### src/rtl/pc_seq_pkg.sv
// pc_seq_pkg: shared state encoding, redirect priority levels and PC step for the next-PC controller
package pc_seq_pkg;
  typedef enum logic [2:0] {ST_BOOT, ST_RUN, ST_STALL, ST_FLUSH, ST_HALT} state_t;
  localparam logic [1:0] LVL_NONE = 2'd0;
  localparam logic [1:0] LVL_JUMP = 2'd1;
  localparam logic [1:0] LVL_JREG = 2'd2;
  localparam logic [1:0] LVL_BRANCH = 2'd3;
  localparam logic [31:0] PC_INCREMENT = 32'd4;
endpackage

### src/rtl/pc_redirect_arbiter.sv
// pc_redirect_arbiter: priority select of branch/jr/jump/sequential candidate plus wrap against the fetch limit
module pc_redirect_arbiter
  import pc_seq_pkg::*;
#(
  parameter logic [31:0] RESET_VECTOR = 32'h0,
  parameter logic [31:0] PC_LIMIT = 32'd76
) (
  input  logic [31:0] pc,
  input  logic        branch,
  input  logic [31:0] branch_target,
  input  logic        jump_reg,
  input  logic [31:0] jump_reg_target,
  input  logic        jump,
  input  logic [31:0] jump_target,
  output logic        redirect,
  output logic [1:0]  level,
  output logic [31:0] target,
  output logic [31:0] new_pc,
  output logic        wrap
);
  assign level = branch ? LVL_BRANCH : jump_reg ? LVL_JREG : jump ? LVL_JUMP : LVL_NONE;
  assign redirect = level != LVL_NONE;
  assign target = branch ? branch_target : jump_reg ? jump_reg_target : jump ? jump_target : pc + PC_INCREMENT;
  assign wrap = target > PC_LIMIT;
  assign new_pc = wrap ? RESET_VECTOR : target;
endmodule

### src/rtl/pc_sequencer.sv
// pc_sequencer: next-PC controller with stall-time redirect buffering, flush pulses and halt handling
module pc_sequencer
  import pc_seq_pkg::*;
#(
  parameter logic [31:0] RESET_VECTOR = 32'h0,
  parameter logic [31:0] PC_LIMIT = 32'd76,
  parameter int FLUSH_SLOTS = 1
) (
  input  logic        Clock,
  input  logic        Reset,
  input  logic [31:0] PC,
  input  logic        Stall,
  input  logic        BranchTaken,
  input  logic [31:0] BranchTarget,
  input  logic        JumpReg,
  input  logic [31:0] JumpRegTarget,
  input  logic        Jump,
  input  logic [31:0] JumpTarget,
  input  logic        Halt,
  input  logic        Resume,
  output logic [31:0] NewPC,
  output logic        PCWrite,
  output logic        Flush,
  output logic        Wrapped
);
  localparam logic [1:0] SLOTS = 2'(FLUSH_SLOTS);
  state_t state, state_d;
  logic [1:0] cnt, cnt_d, pend_lvl, pend_lvl_d, arb_level;
  logic [31:0] pend_target, pend_target_d, arb_target, arb_new_pc, new_pc;
  logic arb_redirect, arb_wrap, pc_write, wrap_d;
  pc_redirect_arbiter #(.RESET_VECTOR(RESET_VECTOR), .PC_LIMIT(PC_LIMIT)) u_arb (
    .pc(PC),
    .branch(BranchTaken || pend_lvl == LVL_BRANCH),
    .branch_target(pend_lvl == LVL_BRANCH ? pend_target : BranchTarget),
    .jump_reg(JumpReg || pend_lvl == LVL_JREG),
    .jump_reg_target(pend_lvl == LVL_JREG ? pend_target : JumpRegTarget),
    .jump(Jump || pend_lvl == LVL_JUMP),
    .jump_target(pend_lvl == LVL_JUMP ? pend_target : JumpTarget),
    .redirect(arb_redirect),
    .level(arb_level),
    .target(arb_target),
    .new_pc(arb_new_pc),
    .wrap(arb_wrap)
  );
  always_comb begin
    state_d = state;
    cnt_d = cnt;
    pend_lvl_d = pend_lvl;
    pend_target_d = pend_target;
    new_pc = RESET_VECTOR;
    pc_write = 1'b0;
    wrap_d = 1'b0;
    if (Halt) begin
      state_d = ST_HALT;
      pend_lvl_d = LVL_NONE;
      cnt_d = 2'd0;
    end else if (state == ST_BOOT) begin
      pc_write = 1'b1;
      state_d = ST_RUN;
    end else if (state == ST_HALT) begin
      pc_write = Resume;
      state_d = Resume ? ST_RUN : ST_HALT;
    end else if (Stall) begin
      state_d = ST_STALL;
      pend_lvl_d = arb_level;
      pend_target_d = arb_target;
    end else begin
      pc_write = 1'b1;
      new_pc = arb_new_pc;
      wrap_d = arb_wrap;
      pend_lvl_d = LVL_NONE;
      cnt_d = arb_redirect ? SLOTS : cnt - {1'b0, |cnt};
      state_d = (arb_redirect || cnt > 2'd1) ? ST_FLUSH : ST_RUN;
    end
  end
  always_ff @(posedge Clock or negedge Reset) begin
    if (!Reset) begin
      state <= ST_BOOT;
      cnt <= 2'd0;
      pend_lvl <= LVL_NONE;
      pend_target <= '0;
      Wrapped <= 1'b0;
    end else begin
      state <= state_d;
      cnt <= cnt_d;
      pend_lvl <= pend_lvl_d;
      pend_target <= pend_target_d;
      Wrapped <= wrap_d;
    end
  end
  assign NewPC = Reset ? new_pc : RESET_VECTOR;
  assign PCWrite = Reset && pc_write;
  assign Flush = |cnt;
endmodule

### config.mk
export PLATFORM = sky130hd
export DESIGN_NAME = pc_sequencer
export DESIGN_NICKNAME = d
export VERILOG_FILES = /design/src/rtl/pc_seq_pkg.sv /design/src/rtl/pc_redirect_arbiter.sv /design/src/rtl/pc_sequencer.sv
export SDC_FILE = /design/constraint.sdc
export NUM_CORES = 1
export LEC_CHECK = 0
export ABC_AREA = 0
export ABC_CLOCK_PERIOD_IN_PS = 4200
export BUFFER_PORTS_ARGS = -buffer_cell sky130_fd_sc_hd__clkbuf_2
export CAP_MARGIN = 20
export CORE_MARGIN = 4
export CORE_UTILIZATION = 49
export CTS_CLUSTER_SIZE = 28
export DETAILED_ROUTE_END_ITERATION = 8
export PLACE_DENSITY_LB_ADDON = 0.15
export SLEW_MARGIN = 20
export SYNTH_ARGS = -nofsm -noshare
export SYNTH_HDL_FRONTEND = slang
export SYNTH_SLANG_ARGS = --single-unit
### constraint.sdc
create_clock -name Clock -period 4.2 [get_ports Clock]
set_clock_uncertainty 0.15 [all_clocks]
set_input_delay 0.84 -clock Clock [delete_from_list [all_inputs] [get_ports Clock]]
set_output_delay 0.84 -clock Clock [all_outputs]
set_load 0.05 [all_outputs]
# Word level (Yosys, flattened, before mapping)
# Cells that the tools add are included.
[totals]
wordCells = 68
regBits = 40
out_inout_bits = 35
[op_classes]
n_eq_ne = 7
n_reduce_logical = 11
n_bitwise = 3
muxes = 38
n_addsub = 2
magnitude_cmp = 2
[op_table]
columns = ["operator", "n"]
rows = [
  ["$mux 32", 12],
  ["$add 32x3->32 const B", 1],
  ["$gt 32x7->1 const B", 1],
  ["$mux 2", 13],
  ["$mux 3", 4],
  ["$mux 1", 9],
  ["$eq 2x2->1 const B", 2],
  ["$logic_or 1x1->1", 4],
  ["$ne 2x2->1 const B", 2],
  ["$reduce_and 4->1", 1],
  ["$eq 3x3->1 const B", 1],
  ["$logic_not 3->1", 1],
  ["$not 1->1", 3],
  ["$reduce_and 3->1", 1],
  ["$eq 2x1->1 const B", 1],
  ["$gt 2x1->1 const B", 1],
  ["$ne 2x1->1 const B", 1],
  ["$reduce_and 2->1", 1],
  ["$reduce_bool 2->1", 1],
  ["$reduce_or 2->1", 1],
  ["$sub 2x1->2", 1],
  ["$logic_and 1x1->1", 1],
]

# Longest topological paths before layout
# Gate-level depths: netlist of the first run.
[depth]
word_depth = 12
mapped_depth = 13
mapped_depth_nobuf = 9

# Cells and area by module
# From an unflattened synthesis of the first run, not the netlist that was laid out.
[unflattened]
cells_unflattened = 605
hier_area_um2 = 5136.2
[by_module_without_submodules]
columns = ["module", "instances", "cells_per_inst", "seq_area_each_um2", "area_per_inst_um2"]
rows = [
  ["pc_sequencer", 1, 252, 1001.0, 2977.9],
  ["pc_redirect_arbiter", 1, 353, 0.0, 2158.3],
]

# Least setup slack after synthesis of the first run
# OpenSTA, ideal clock, no wires.
[synth_path]
path_type = "in2out"
startpoint = "in PC[2]"
endpoint = "out NewPC[0]"
stages = 10
setup_slack_ns = -0.423
arrival_ns = 3.633
path_cell_list = "ha_1 > nand3_1 > nor4_1 > mux2i_1 > a31oi_1 > a2111oi_2 > nand4_1 > or4_1 > buf_6 > nor3_2"
[synth_via]
elab_chain_cells = 11
[synth_lines]
columns = ["item", "line_no", "source"]
rows = [
  ["start: declaration", "pc_sequencer.sv:11", "input logic [31:0] PC,"],
  ["$add 32x3->32", "pc_redirect_arbiter.sv:23", "assign target = branch ? branch_target : jump_reg ? jump_reg_target : jump ? jump_target : pc + PC_INCREMENT;"],
  ["$mux 32 (3 in a row)", "pc_redirect_arbiter.sv:23", ""],
  ["$gt 32x7->1", "pc_redirect_arbiter.sv:24", "assign wrap = target > PC_LIMIT;"],
  ["$mux 32", "pc_redirect_arbiter.sv:25", "assign new_pc = wrap ? RESET_VECTOR : target;"],
  ["$mux 32", "pc_sequencer.sv:63", "end else if (Stall) begin"],
  ["$mux 32", "pc_sequencer.sv:60", "end else if (state == ST_HALT) begin"],
  ["$mux 32", "pc_sequencer.sv:57", "end else if (state == ST_BOOT) begin"],
  ["$mux 32", "pc_sequencer.sv:53", "if (Halt) begin"],
  ["$mux 32", "pc_sequencer.sv:91", "assign NewPC = Reset ? new_pc : RESET_VECTOR;"],
  ["end: declaration", "pc_sequencer.sv:21", "output logic [31:0] NewPC,"],
]
# No other way between the ends.

# Worst setup path in the final report of the first run
[layout_path]
startpoint = "in PC[3]"
endpoint = "out NewPC[2]"
# Same word-level chain as after synthesis.

==> results of run 1 <==
==> through the flow <==
stage / hold WS, ps / setup TNS [ps] / cells / power (uW)
floorplan: 296 / -169 / 711 / 1020
global placement: 321 / -2910 / 1046 / 1320
detailed placement: 320 / -2970 / 1046 / 1350
CTS: 296 / -1620 / 1059 / 1710
global route: 298 / -2490 / 1059 / 1820
finish: 296 / -1920 / 1059 / 1750
==> power groups by stage <==
stage	clock, uW	sequential (uW)	combinational [uW]
final	349	577	820
after floorplan	0	552	465
after global placement	0	573	750
after CTS	348	569	790
after global routing	361	585	879
after detailed placement	0	577	769
==> cells in the mapped netlist (4+ instances only) <==
cell | number | area [um2]
sky130_fd_sc_hd__nand3_1 | 22 | 110
sky130_fd_sc_hd__nor2b_1 | 7 | 43.8
sky130_fd_sc_hd__nand4_1 | 10 | 62.6
sky130_fd_sc_hd__buf_1 | 4 | 15.0
sky130_fd_sc_hd__nor4_1 | 7 | 43.8
sky130_fd_sc_hd__nand2_1 | 126 | 473
sky130_fd_sc_hd__a221oi_1 | 6 | 52.6
sky130_fd_sc_hd__or2_2 | 4 | 25.0
sky130_fd_sc_hd__xnor2_1 | 10 | 87.6
sky130_fd_sc_hd__a221o_1 | 5 | 50.1
sky130_fd_sc_hd__o22ai_1 | 20 | 125
sky130_fd_sc_hd__a21o_1 | 4 | 30.0
sky130_fd_sc_hd__and2_1 | 7 | 43.8
sky130_fd_sc_hd__nor2_1 | 45 | 169
sky130_fd_sc_hd__mux2i_1 | 4 | 40.0
sky130_fd_sc_hd__a31oi_1 | 13 | 81.3
sky130_fd_sc_hd__or3_1 | 9 | 56.3
sky130_fd_sc_hd__nor3_1 | 15 | 75.1
sky130_fd_sc_hd__xor2_1 | 5 | 43.8
sky130_fd_sc_hd__buf_2 | 23 | 115
sky130_fd_sc_hd__o211ai_1 | 8 | 60.1
sky130_fd_sc_hd__o221ai_1 | 4 | 35.0
sky130_fd_sc_hd__o21a_1 | 4 | 30.0
sky130_fd_sc_hd__a22oi_1 | 9 | 67.6
sky130_fd_sc_hd__inv_1 | 10 | 37.5
sky130_fd_sc_hd__o21ai_0 | 42 | 210
sky130_fd_sc_hd__a211oi_1 | 5 | 37.5
sky130_fd_sc_hd__dfrtp_1 | 40 | 1000
sky130_fd_sc_hd__nand2b_1 | 11 | 68.8
sky130_fd_sc_hd__and3_1 | 13 | 81.3
sky130_fd_sc_hd__o32ai_1 | 4 | 35.0
sky130_fd_sc_hd__buf_4 | 27 | 203
sky130_fd_sc_hd__nor3_2 | 7 | 70.1
sky130_fd_sc_hd__a21oi_1 | 47 | 235
sky130_fd_sc_hd__clkbuf_1 | 20 | 75.1
sky130_fd_sc_hd__a32oi_1 | 6 | 52.6
sky130_fd_sc_hd__o21ai_1 | 5 | 25.0
sky130_fd_sc_hd__o31ai_1 | 6 | 45.0
==> layout make-up <==
class,count,area (um2)
tap,129,161
inverter,13,48.8
clock buffer,5,68.8
clock inverter,3,46.3
sequential,40,1000
fill,783,2490
multi-input combinational,580,3570
timing repair buffer,289,2030
==> per-layer routing <==
layer	GRT usage, %	vias up
met5	0	-
li1	-	2996
met4	19.7	0
met2	60.3	566
met3	9.27	139
met1	47.8	3086
==> layout by cell type, fill, tap and decap left out, drive strengths merged, types with 22 or more instances in the layout <==
cell    count
clkbuf    137
nand3      22
conb       25
a21oi      47
nor3       22
o21ai      47
nand2     126
buf       157
nor2       46
dfrtp      40
==> flip-flops by register name, summed over array words and instances (netlist names) <==
register,count
pend_lvl,2
state,3
Wrapped,1
pend_target,32
cnt,2
==> repair_timing <==
action | in CTS | in global routing
pin swaps | 11 | 3
setup buffers | 5 | 0
resized for setup | 22 | 16
endpoints found under the setup margin | 7 | 7
==> logic make-up (layout without fill, tap and decap cells) <==
logic type,Yosys count,after routing,share of synthesized area [%]
simple gates,311,311,32.9
flops,40,40,20.8
compound gates,222,222,31.5
xor+xnor,15,15,2.73
mux,6,6,1.30
buf+inv,91,310,10.5
fa+ha+maj,1,1,0.260
other cells,1,25,0.0779
==> worst max-delay path by stage <==
stage / endpoint / slack [ps] / cells after the start
floorplan: NewPC[0] / -20 / 10
global route: NewPC[5] / -370 / 11
CTS: NewPC[2] / -250 / 12
global placement: NewPC[5] / -420 / 13
detailed placement: NewPC[2] / -450 / 13
finish: NewPC[2] / -290 / 13
==> impl_metrics.xml, run 1 <==
<?xml version="1.0" encoding="UTF-8"?>
<metrics>
  <group name="worst_hold_path">
    <metric name="hold_path_class" unit="">in2async</metric>
  </group>
  <group name="detailed_routing">
    <metric name="detail-route-antenna-nets" unit="">0</metric>
    <metric name="via_per_inst" unit="">6.41</metric>
    <metric name="met3_wirelength" unit="um">2810</metric>
    <metric name="drtIter0Drc" unit="">763</metric>
    <metric name="per_cell_routed_wire_length" unit="um">21.4</metric>
    <metric name="drcViolationCount" unit="">1</metric>
    <metric name="routed_wirelength" unit="um">22700</metric>
    <metric name="met1Wirelength" unit="um">8420</metric>
    <metric name="first_pass_iters" unit="">9</metric>
    <metric name="vias" unit="">6787</metric>
    <metric name="highest_layer" unit="">met4</metric>
    <metric name="routed-wl-met2" unit="um">9980</metric>
  </group>
  <group name="sta">
    <metric name="final.min_clock_period" unit="ps">4490</metric>
    <metric name="tightestPinTransition" unit="ps">862</metric>
    <metric name="timing.final.crit_share" unit="%">107</metric>
    <metric name="hold_viol" unit="">0</metric>
    <metric name="slew_headroom" unit="%">42.5</metric>
    <metric name="setup-violations-final" unit="">7</metric>
    <metric name="finalMaxSlewViolations" unit="">0</metric>
    <metric name="fmaxAchievable" unit="GHz">0.223</metric>
    <metric name="final_critical_path_setup_slack" unit="ps">-286</metric>
    <metric name="rsz0062_at_grt" unit="">yes</metric>
  </group>
  <group name="clocking">
    <metric name="clock-sinks" unit="">40</metric>
    <metric name="max_h_tree_level" unit="">2</metric>
    <metric name="cts_made_buffers" unit="">5</metric>
    <metric name="clock_transition_at_the_registers_of_the_reported_paths" unit="ps">90</metric>
    <metric name="worst_skew_pair.late_latency" unit="ps">310</metric>
    <metric name="cts_hold_repair.buffers" unit="">0</metric>
    <metric name="clk_root_buffer_cell" unit="">sky130_fd_sc_hd__clkbuf_8</metric>
    <metric name="cts.path.max_buffers" unit="">2</metric>
    <metric name="cts_tree" unit="">yes</metric>
  </group>
  <group name="pwr">
    <metric name="leakagePower" unit="uW">0.00336</metric>
    <metric name="net_switching" unit="uW">741</metric>
    <metric name="power.share.sequential" unit="%">33.0</metric>
    <metric name="ir_worst_vdd" unit="uV">222</metric>
    <metric name="power_density_over_cell_area" unit="mW/mm2">252</metric>
    <metric name="power.clock.fraction" unit="%">20.0</metric>
    <metric name="comb_power_share" unit="%">47.0</metric>
    <metric name="internal_power" unit="uW">1010</metric>
    <metric name="p_sw_share" unit="%">42.4</metric>
  </group>
  <group name="setup_path">
    <metric name="path_cells" unit="">buf_8, ha_4, and3_4, buf_4, nand3_1, xor2_1, a21oi_1, a211oi_2, nand4_1, or4_4, buf_12, nor3_4, buf_12</metric>
    <metric name="worst_path_max_delay_cell" unit="">sky130_fd_sc_hd__or4_4</metric>
    <metric name="critPathMaxFanout" unit="">8</metric>
    <metric name="startpoint" unit="">PC[3]</metric>
    <metric name="worst_r2r_startpoint" unit="">pend_lvl[1]</metric>
    <metric name="buf_inv_on_cp" unit="">4</metric>
    <metric name="cp-start-kind" unit="">input port</metric>
    <metric name="path_delay_family" unit="">simple AND/OR/NAND/NOR gates</metric>
    <metric name="worst_r2r_endpoint" unit="">Wrapped</metric>
    <metric name="end_kind" unit="">primary output</metric>
    <metric name="r2r_setup_slack" unit="ps">1000</metric>
    <metric name="critical_path_required" unit="ps">3210</metric>
    <metric name="rr_worst_depth" unit="">10</metric>
    <metric name="critical_path_arrival" unit="ps">3500</metric>
    <metric name="critPathMostFrequentCell" unit="">sky130_fd_sc_hd__buf_12</metric>
    <metric name="timing.critical_path.slowest_cell_delay" unit="ps">500</metric>
    <metric name="setup.worst_path.class" unit="">in2out</metric>
  </group>
  <group name="place">
    <metric name="placement.cell_area" unit="mm2">0.00663</metric>
    <metric name="gp_congestion" unit="">1.10</metric>
    <metric name="hpwlAfterDp" unit="um">17800</metric>
    <metric name="placement.setup.worst_slack" unit="ps">-450</metric>
    <metric name="portBuffers" unit="">145</metric>
  </group>
  <group name="synth">
    <metric name="postSynthAreaPerCell" unit="um2">7.00</metric>
    <metric name="ys_seq_area_share" unit="%">20.8</metric>
    <metric name="ys_dominant_reg_cell" unit="">sky130_fd_sc_hd__dfrtp_1</metric>
    <metric name="yosysWarningCount" unit="">0</metric>
    <metric name="synth_cell_type_count" unit="">86</metric>
    <metric name="synth_seq_cells" unit="">40</metric>
    <metric name="postSynthCellCount" unit="">687</metric>
    <metric name="ys_async_sr_fraction" unit="%">100</metric>
    <metric name="synthesis.area" unit="mm2">0.00481</metric>
    <metric name="synth_enable_flop_cells" unit="">0</metric>
  </group>
  <group name="outcome">
    <metric name="violations" unit="">design-rule violations, negative setup slack</metric>
    <metric name="outcome" unit="">finished, violations left</metric>
  </group>
  <group name="grt">
    <metric name="grt_antenna_before_repair" unit="">0</metric>
    <metric name="number_of_global_route_vias_before_repair" unit="">6452</metric>
    <metric name="gr-usage-all-layers" unit="%">38.1</metric>
    <metric name="maximum_number_of_pins_on_one_net_before_global_route_repair" unit="">42</metric>
    <metric name="grt_first_pass_wirelength" unit="um">34200</metric>
    <metric name="globalRouteOverflowTotal" unit="">0</metric>
  </group>
  <group name="floorplan">
    <metric name="floorplan.core_area" unit="mm2">0.00942</metric>
    <metric name="floorplan.die_area" unit="mm2">0.0115</metric>
    <metric name="floorplan.initialDensity" unit="%">51.1</metric>
    <metric name="placementRows" unit="">35</metric>
    <metric name="num_io_pins" unit="">171</metric>
    <metric name="fp.dieH" unit="um">107</metric>
    <metric name="die-width" unit="um">107</metric>
  </group>
  <group name="layout">
    <metric name="final_layout_size_suffix_gt1_share" unit="%">38.6</metric>
    <metric name="postLayoutCellArea" unit="mm2">0.00693</metric>
    <metric name="final_core_utilization" unit="%">73.6</metric>
    <metric name="nets" unit="">1066</metric>
    <metric name="number_of_antenna_diodes" unit="">0</metric>
    <metric name="areaGrowthSynthToFinish" unit="%">44.0</metric>
  </group>
  <group name="job">
    <metric name="max_cap_viols" unit="">0</metric>
  </group>
</metrics>
Note: power is estimated with default switching activity, not from simulation.
==> run 2: changes to the inputs <==
--- a/config.mk
+++ b/config.mk
@@ -13,7 +13,7 @@
 export CORE_UTILIZATION = 49
 export CTS_CLUSTER_SIZE = 28
 export DETAILED_ROUTE_END_ITERATION = 8
-export PLACE_DENSITY_LB_ADDON = 0.15
+export PLACE_DENSITY_LB_ADDON = 0.3
 export SLEW_MARGIN = 20
 export SYNTH_ARGS = -nofsm -noshare
 export SYNTH_HDL_FRONTEND = slang
==> impl_metrics.xml, run 2 (same netlist as run 1, synthesis figures left out) <==
<?xml version="1.0" encoding="UTF-8"?>
<metrics>
  <group name="job">
    <metric name="max_cap_viols" unit="">0</metric>
  </group>
  <group name="place">
    <metric name="placement.setup.worst_slack" unit="ps">-365</metric>
    <metric name="placement.cell_area" unit="mm2">0.00661</metric>
    <metric name="hpwlAfterDp" unit="um">17800</metric>
    <metric name="gp_congestion" unit="">1.02</metric>
    <metric name="portBuffers" unit="">145</metric>
  </group>
  <group name="setup_path">
    <metric name="critical_path_arrival" unit="ps">3490</metric>
    <metric name="rr_worst_depth" unit="">9</metric>
    <metric name="worst_path_max_delay_cell" unit="">sky130_fd_sc_hd__or4_4</metric>
    <metric name="path_cells" unit="">clkbuf_8, and4_2, nand4_1, buf_4, o21ai_0, nand3b_1, a211oi_2, nand4b_1, or4_4, buf_12, nor3_4, buf_12</metric>
    <metric name="critPathMostFrequentCell" unit="">sky130_fd_sc_hd__buf_12</metric>
    <metric name="path_delay_family" unit="">simple AND/OR/NAND/NOR gates</metric>
    <metric name="timing.critical_path.slowest_cell_delay" unit="ps">520</metric>
    <metric name="end_kind" unit="">primary output</metric>
    <metric name="critical_path_required" unit="ps">3210</metric>
    <metric name="cell_depth_of_the_worst_setup_path" unit="">12</metric>
    <metric name="cp-start-kind" unit="">input port</metric>
    <metric name="critPathMaxFanout" unit="">8</metric>
    <metric name="setup.worst_path.class" unit="">in2out</metric>
    <metric name="buf_inv_on_cp" unit="">4</metric>
  </group>
  <group name="clocking">
    <metric name="cts_tree" unit="">yes</metric>
    <metric name="clock_transition_at_the_registers_of_the_reported_paths" unit="ps">90</metric>
    <metric name="clk_root_buffer_cell" unit="">sky130_fd_sc_hd__clkbuf_8</metric>
    <metric name="cts_hold_repair.buffers" unit="">0</metric>
    <metric name="cts_made_buffers" unit="">5</metric>
    <metric name="clock-sinks" unit="">40</metric>
    <metric name="max_h_tree_level" unit="">2</metric>
    <metric name="worst_skew_pair.late_latency" unit="ps">300</metric>
    <metric name="cts.path.max_buffers" unit="">2</metric>
  </group>
  <group name="layout">
    <metric name="final-seq-area" unit="mm2">0.00101</metric>
    <metric name="final.fill_count" unit="">747</metric>
    <metric name="nets" unit="">1077</metric>
    <metric name="final_common_cell" unit="">sky130_fd_sc_hd__buf_4</metric>
    <metric name="final_core_utilization" unit="%">74.9</metric>
    <metric name="final_layout_size_suffix_gt1_share" unit="%">39.9</metric>
    <metric name="number_of_antenna_diodes" unit="">0</metric>
    <metric name="multi_input_area" unit="mm2">0.00362</metric>
    <metric name="biggestRegsByFlops" unit="">pend_target x32, state x3</metric>
    <metric name="top_register" unit="">pend_target</metric>
    <metric name="areaGrowthSynthToFinish" unit="%">46.5</metric>
    <metric name="largest_register_ffs" unit="">32</metric>
    <metric name="postLayoutCellArea" unit="mm2">0.00705</metric>
    <metric name="most-common-layout-cells" unit="">150 x sky130_fd_sc_hd__buf_4, 130 x sky130_fd_sc_hd__clkbuf_2, 124 x sky130_fd_sc_hd__nand2_1, 46 x sky130_fd_sc_hd__a21oi_1, 44 x sky130_fd_sc_hd__nor2_1</metric>
  </group>
  <group name="grt">
    <metric name="grt_util_met3" unit="%">7.77</metric>
    <metric name="groute.layer.met1.usage" unit="%">47.2</metric>
    <metric name="maximum_number_of_pins_on_one_net_before_global_route_repair" unit="">42</metric>
    <metric name="number_of_global_route_vias_before_repair" unit="">6582</metric>
    <metric name="grt_most_used_layer" unit="">met2</metric>
    <metric name="globalRouteOverflowTotal" unit="">0</metric>
    <metric name="grt_first_pass_wirelength" unit="um">34200</metric>
    <metric name="grt_antenna_before_repair" unit="">0</metric>
    <metric name="gr-usage-all-layers" unit="%">38.1</metric>
    <metric name="met2_usage_in_global_routing" unit="%">62.1</metric>
  </group>
  <group name="worst_hold_path">
    <metric name="hold_path_class" unit="">reg2reg</metric>
    <metric name="worstHoldPathCells" unit="">2</metric>
  </group>
  <group name="detailed_routing">
    <metric name="detail-route-antenna-nets" unit="">0</metric>
    <metric name="drcViolationCount" unit="">0</metric>
    <metric name="via_per_inst" unit="">6.45</metric>
    <metric name="per_cell_routed_wire_length" unit="um">21.6</metric>
    <metric name="first_pass_iters" unit="">6</metric>
    <metric name="vias" unit="">6900</metric>
    <metric name="drtIter0Drc" unit="">878</metric>
    <metric name="routed_wirelength" unit="um">23100</metric>
  </group>
  <group name="floorplan">
    <metric name="placementRows" unit="">35</metric>
    <metric name="floorplan.die_area" unit="mm2">0.0115</metric>
    <metric name="floorplan.initialDensity" unit="%">51.1</metric>
    <metric name="floorplan.core_area" unit="mm2">0.00942</metric>
    <metric name="die-width" unit="um">107</metric>
    <metric name="fp.dieH" unit="um">107</metric>
    <metric name="num_io_pins" unit="">171</metric>
  </group>
  <group name="sta">
    <metric name="smallest_hold_slack" unit="ps">353</metric>
    <metric name="rsz0062_at_grt" unit="">yes</metric>
    <metric name="setup-violations-final" unit="">7</metric>
    <metric name="hold_viol" unit="">0</metric>
    <metric name="timing.final.crit_share" unit="%">107</metric>
    <metric name="final_critical_path_setup_slack" unit="ps">-281</metric>
    <metric name="slew_headroom" unit="%">43.1</metric>
    <metric name="fmaxAchievable" unit="GHz">0.223</metric>
    <metric name="setup_tns" unit="ps">-1570</metric>
    <metric name="tightestPinTransition" unit="ps">853</metric>
    <metric name="final.min_clock_period" unit="ps">4480</metric>
    <metric name="finalMaxSlewViolations" unit="">0</metric>
  </group>
  <group name="pwr">
    <metric name="leakagePower" unit="uW">0.00343</metric>
    <metric name="power_density_over_cell_area" unit="mW/mm2">250</metric>
    <metric name="ir_worst_vdd" unit="uV">163</metric>
  </group>
  <group name="outcome">
    <metric name="violations" unit="">negative setup slack</metric>
    <metric name="outcome" unit="">finished, violations left</metric>
  </group>
</metrics>
run 2: cell types whose count changed in the layout (fill, tap and decap cells not counted), sizes merged:
| cell | delta |
|---|---|
| buf | +10 |
| clkinv | +2 |
| inv | -2 |
| clkbuf | +1 |
run 2: report_power, final:
part	internal [uW]	switching (uW)
combinational	356	482
clock	176	164
sequential	480	102
run 2: layout make-up:
cell class / instances / area share (%)
Tap cell: 129 / 2.29
Inverter: 13 / 0.710
Clock inverter: 3 / 0.603
Sequential cell: 40 / 14.3
Timing Repair Buffer: 300 / 29.9
Clock buffer: 5 / 0.976
Multi-Input combinational cell: 580 / 51.3
run 2: worst paths after layout:
path                       slack, ps        endpoint           start
max in group asynchronous       2980     pend_lvl[0]           Reset
hold / removal                   350  pend_target[5]  pend_target[5]
setup / recovery                -280        NewPC[4]           PC[2]
setup reg to reg                1000         Wrapped     pend_lvl[0]
hold reg to reg                  350  pend_target[5]  pend_target[5]
min in group asynchronous        490        state[1]           Reset
run 2: metrics by stage:
step | cells | power [uW]
2_1_floorplan | 711 | 1020
3_3_place_gp | 1047 | 1330
3_5_place_dp | 1047 | 1350
4_1_cts | 1063 | 1710
5_1_grt | 1070 | 1840
6_report | 1070 | 1760
run 2: timing repair:
item / 4_1_cts / 5_1_grt
buffers inserted: 8 / 7
gates resized for setup: 27 / 28
setup endpoints to repair: 7 / 7
pin swaps: 14 / 12
hold endpoints to repair: 0 / 0
run 2: per-layer routing:
layer	wire length (um)	vias to the layer above	part of all wire [%]
li1	-	3013	-
met2	10600	588	46
met3	2890	126	13
met1	8080	3173	35
met4	1560	0	6.8
met5	0	-	0
run 2: worst register-to-register path: stages (launching register included):
cell and delay (ps):
sky130_fd_sc_hd__dfrtp_4 600, sky130_fd_sc_hd__nand2b_1 390, sky130_fd_sc_hd__a32oi_1 290, sky130_fd_sc_hd__o22ai_1 110
sky130_fd_sc_hd__o311a_1 320, sky130_fd_sc_hd__a211oi_2 220, sky130_fd_sc_hd__nand4b_1 130, sky130_fd_sc_hd__or4_4 520
sky130_fd_sc_hd__buf_12 170, sky130_fd_sc_hd__o21a_1 200
